File: config.mk
export PLATFORM = sky130hd
export DESIGN_NAME = demultiplex_register_flat
export DESIGN_NICKNAME = d
export VERILOG_FILES = /design/src/rtl/demultiplex_register_if.sv /design/src/rtl/demultiplex_register.sv /design/src/flat_wrapper.sv
export SDC_FILE = /design/constraint.sdc
export NUM_CORES = 1
export LEC_CHECK = 0
export CORE_AREA = 2 2 70 72
export CTS_CLUSTER_DIAMETER = 100
export CTS_CLUSTER_SIZE = 30
export DETAILED_ROUTE_END_ITERATION = 10
export DIE_AREA = 0 0 72 74
export PLACE_DENSITY = 0.69
export SLEW_MARGIN = 40
export SYNTH_ARGS = -nofsm -noshare
export SYNTH_HDL_FRONTEND = slang
export SYNTH_SLANG_ARGS = --single-unit
export TNS_END_PERCENT = 30
File: constraint.sdc
create_clock -name Clock -period 3.2 [get_ports Clock]
set_input_delay 0.96 -clock Clock [delete_from_list [all_inputs] [get_ports Clock]]
set_output_delay 0.96 -clock Clock [all_outputs]
set_load 0.03 [all_outputs]
File: src/rtl/demultiplex_register_if.sv
// rtl/demultiplex_register_if.sv - write/read-back bundle for the demultiplexing slot register
interface demultiplex_register_if #(
    parameter int Width       = 8,
    parameter int AddressSize = 2
);
    localparam int N = 2 ** AddressSize;

    logic [Width-1:0]       D;
    logic [AddressSize-1:0] S;
    logic                   Auto;
    logic                   Write;
    logic                   Consume;
    logic                   Ready;
    logic [Width*N-1:0]     Q;
    logic [N-1:0]           Valid;
    logic [AddressSize-1:0] Pointer;
    logic                   Full;
    logic                   Done;

    modport master (
        output D, S, Auto, Write, Consume,
        input  Ready, Q, Valid, Pointer, Full, Done
    );

    modport slave (
        input  D, S, Auto, Write, Consume,
        output Ready, Q, Valid, Pointer, Full, Done
    );
endinterface

File: src/rtl/demultiplex_register.sv
// rtl/demultiplex_register.sv - distributes input words into 2**AddressSize registered slots
module demultiplex_register #(
    parameter int Width       = 8,
    parameter int AddressSize = 2
) (
    input  logic Clock,
    input  logic Reset,
    demultiplex_register_if.slave bus
);
    localparam int N = 2 ** AddressSize;

    logic [Width*N-1:0]     q_q, q_d;
    logic [N-1:0]           valid_q, valid_d;
    logic [N-1:0]           slot_sel;
    logic [AddressSize-1:0] pointer_q, pointer_d;
    logic [AddressSize-1:0] addr;
    logic                   full_q, full_d;
    logic                   done_q, done_d;
    logic                   ready;
    logic                   accept;

    always_comb begin
        ready  = bus.Auto ? (!full_q || bus.Consume) : 1'b1;
        accept = bus.Write && ready;

        // Consume rewinds the auto pointer before the same-cycle write lands
        if (!bus.Auto)
            addr = bus.S;
        else if (bus.Consume)
            addr = '0;
        else
            addr = pointer_q;

        slot_sel       = '0;
        slot_sel[addr] = accept;

        valid_d   = (bus.Consume ? '0 : valid_q) | slot_sel;
        pointer_d = bus.Consume ? '0 : pointer_q;
        if (accept && bus.Auto)
            pointer_d = addr + 1'b1;

        q_d = q_q;
        for (int i = 0; i < N; i++) begin
            if (slot_sel[i])
                q_d[i*Width +: Width] = bus.D;
        end

        full_d = &valid_d;
        done_d = full_d && !full_q;
    end

    always_ff @(posedge Clock or negedge Reset) begin
        if (!Reset) begin
            q_q       <= '0;
            valid_q   <= '0;
            pointer_q <= '0;
            full_q    <= 1'b0;
            done_q    <= 1'b0;
        end else begin
            q_q       <= q_d;
            valid_q   <= valid_d;
            pointer_q <= pointer_d;
            full_q    <= full_d;
            done_q    <= done_d;
        end
    end

    assign bus.Ready   = ready;
    assign bus.Q       = q_q;
    assign bus.Valid   = valid_q;
    assign bus.Pointer = pointer_q;
    assign bus.Full    = full_q;
    assign bus.Done    = done_q;
endmodule
File: src/flat_wrapper.sv
// flat-port wrapper written by rule: the top's interface ports become plain ports
module demultiplex_register_flat 
#(
    parameter int Width       = 8,
    parameter int AddressSize = 2
)
  (Clock, Reset, bus_D, bus_S, bus_Auto, bus_Write, bus_Consume, bus_Ready, bus_Q, bus_Valid, bus_Pointer, bus_Full, bus_Done);
  demultiplex_register_if #(.Width(Width), .AddressSize(AddressSize)) bus_i ();
  input  logic Clock;
  input  logic Reset;
  input wire logic [$bits(bus_i.D)-1:0] bus_D;
  input wire logic [$bits(bus_i.S)-1:0] bus_S;
  input wire logic [$bits(bus_i.Auto)-1:0] bus_Auto;
  input wire logic [$bits(bus_i.Write)-1:0] bus_Write;
  input wire logic [$bits(bus_i.Consume)-1:0] bus_Consume;
  output wire logic [$bits(bus_i.Ready)-1:0] bus_Ready;
  output wire logic [$bits(bus_i.Q)-1:0] bus_Q;
  output wire logic [$bits(bus_i.Valid)-1:0] bus_Valid;
  output wire logic [$bits(bus_i.Pointer)-1:0] bus_Pointer;
  output wire logic [$bits(bus_i.Full)-1:0] bus_Full;
  output wire logic [$bits(bus_i.Done)-1:0] bus_Done;
  assign bus_i.D = bus_D;
  assign bus_i.S = bus_S;
  assign bus_i.Auto = bus_Auto;
  assign bus_i.Write = bus_Write;
  assign bus_i.Consume = bus_Consume;
  assign bus_Ready = bus_i.Ready;
  assign bus_Q = bus_i.Q;
  assign bus_Valid = bus_i.Valid;
  assign bus_Pointer = bus_i.Pointer;
  assign bus_Full = bus_i.Full;
  assign bus_Done = bus_i.Done;
  demultiplex_register #(.Width(Width), .AddressSize(AddressSize)) u_core (.Clock(Clock), .Reset(Reset), .bus(bus_i));
endmodule
==> reports/qor.yml <==
pwr:
  vdd_drop_max_uv: 370.0
  p_per_area_nw_per_um2: 683.7
  p_leak_nw: 1.069
  finalPower_w: 0.001679
synthesis:
  synth_area_leaders: "dfrtp_1 (57%), mux2_2 (14%), mux2_4 (6.8%)"
  ys_warn_count: 0
  synth_top_area_share: 0.5662
  synthCells: 118
  syn_avg_cell_area_sq_um: 14.98
  synth_edf_count: 0
  seq_area_frac_synth: 0.5662
  synthesis.area_sq_um: 1768
  syn_nets: 133
  synth-async-reset-ratio: 1.000
  ys_ff_latch: 40
  yosys.area.top_type: "dfrtp_1"
  ys_types: 32
  synthFlopType: "dfrtp_1"
timing:
  post-route-period-util: 0.9550
  setup_tns_ns: 0
  post-route-min-period_ns: 3.056
  slew_viol_final: 0
  finalSetupViolations: 0
  grt_setup_unrepaired: "no"
  maxSlewHeadroom: 0.6698
  hold_viol_final: 0
  skew_ns: 0.003987
  tightest_slew_ns: 0.4952
  setup_ws_ns: 0.1441
  fmax_mhz: 327.2
cells_and_area:
  nNetsFinal: 194
  num_antenna_cells: 0
  nFillCells: 392
  final_common_cell: "clkdlybuf4s50_1"
  mostFrequentLayoutCells: "clkdlybuf4s50_1 (53), dfrtp_1 (40), mux2_2 (22), mux2_4 (8), clkbuf_8 (6)"
  area_delta_synth_final_pct: 38.92
  multi_input_area_sq_um: 737.0
  register_area_sq_um: 1001
  drive_gt1_frac: 0.2722
routing:
  vias: 1177
  drt_iter0_markers: 67
  ant_nets: 0
  via_per_inst: 5.030
  routedWlPerCell_um: 16.10
  drcViolationCount: 0
  drt-total-wl_um: 3768
  firstDrtPassIters: 4
worst_setup_path:
  slowest_delay_ns: 0.68
  worst_ep_required_time_ns: 2.24
  path_cells: "clkdlybuf4s50_1 > and2b_1 > nand2_1 > buf_4"
  crit_buf_inv: 2
  cp-start-kind: "input pin"
  critPathKind: "in2out"
  slowest_stage: "clkdlybuf4s50_1"
  setup.worst_path.end_class: "output pin"
  cp_data_arrival_time_ns: 2.10
  cpLargestDelayFamily: "buffers and inverters"
  worst-path-max-fanout: 10
clock_network:
  cts_buffer_depth: 2
  ctsHoldBuffers: 0
  post_cts_buffers: 0
  cts_max_level: 2
  cts_tree: "done"
  ctsResizeCount: 0
  cts_buffers: 5
  root_buffer: "clkbuf_8"
  clk_pin_slew_worst_paths_ns: 0.07
  clkSinkCount: 40
  clk_latency_ns: 0.28
place:
  place_ws_ns: 0.1423
  portBuffers: 55
  dp_hpwl_um: 2687
  globalplace.congestion: 0.8095
die:
  core_region_area_sq_um: 4598
  rows: 25
  die_w_um: 72
  ios: 56
  fp.dieH_um: 74
  initial_core_util: 0.3845
  dieArea_sq_um: 5328
grt:
  grt_pass1_wl_um: 6230
  antenna_found_initial: 0
  grtUsageTotal: 0.1562
  grt_max_degree: 41
  grt-ovfl-total: 0
  first_global_vias: 1252
outcome:
  status: "finished clean"
min_path:
  holdCritPathClass: "reg2reg"
flow_run:
  max_cap_violations: 0
-- per-stage QoR --
stage / hold slack, ns / util / std cells / instance area, sq um
after floorplan: 0.6644 / - / 118 / 1768
after global placement: 0.4710 / 0.5140 / 226 / 2364
after detailed placement: 0.4875 / 0.5146 / 226 / 2366
after CTS: 0.5040 / 0.5342 / 234 / 2456
after global routing: 0.5286 / 0.5342 / 234 / 2456
final: 0.5035 / 0.5342 / 234 / 2456
-- kinds of logic after synthesis --
family / after synthesis / synth area share
AND/OR/NAND/NOR: 19 / 0.08847
AO/OA/AOI/OAI: 20 / 0.09059
flip-flops: 40 / 0.5662
multiplexers: 34 / 0.2328
XOR/XNOR: 1 / 0.004955
buffers and inverters: 4 / 0.01699
-- flip-flops by register name, summed over array words and instances, names as in the netlist --
name	flops
u_core.bus.Done	1
u_core.bus.Pointer	2
u_core.bus.Q	32
u_core.bus.Valid	4
u_core.bus.Full	1
-- layout make-up --
class,instances,area share
sequential,40,0.4075
tap,54,0.02751
clock buffer,8,0.03668
multi-input combinational,74,0.3001
timing repair buffer,56,0.2252
inverter,2,0.003057
-- synthesized netlist by cell type, types with 3 or more instances --
cell and n:
o21ai_0 3, a21oi_1 5, mux2_1 3, nand2_1 3, mux2_4 8, dfrtp_1 40, mux2_2 22, a21o_1 3
nor2_1 3
-- metal layers --
| layer | up-vias | wire length, um | global-route usage |
|---|---|---|---|
| met3 | 4 | 330 | 0.06504 |
| met5 | - | 0 | 0 |
| met4 | 0 | 36 | 0.04822 |
| li1 | 547 | - | - |
| met1 | 583 | 1641 | 0.1970 |
| met2 | 43 | 1760 | 0.2479 |
-- power by group --
part / switching [W] / internal [W]
clock network: 0.000160 / 0.000176
registers: 0.0000669 / 0.000616
logic: 0.000350 / 0.000311
-- final timing paths --
kind                       cells past startpoint  slack (ns)                to            start
min in group asynchronous                      1        0.64  u_core.bus.Q[11]            Reset
min                                            1        0.50   u_core.bus.Q[9]  u_core.bus.Q[9]
max in group asynchronous                      1        2.22  u_core.bus.Q[21]            Reset
max                                            4        0.14         bus_Ready         bus_Auto
max reg2reg                                    5        1.44  u_core.bus.Q[22]  u_core.bus.Full
min reg2reg                                    1        0.50   u_core.bus.Q[9]  u_core.bus.Q[9]
-- worst reg2reg max path, stage by stage, from the launching register on --
cell      delay (ns)
dfrtp_1         0.44
nor2_1          0.29
o211ai_4        0.14
nor2_2          0.23
buf_4           0.21
mux2_2          0.34
(Power assumes the default switching activity.)
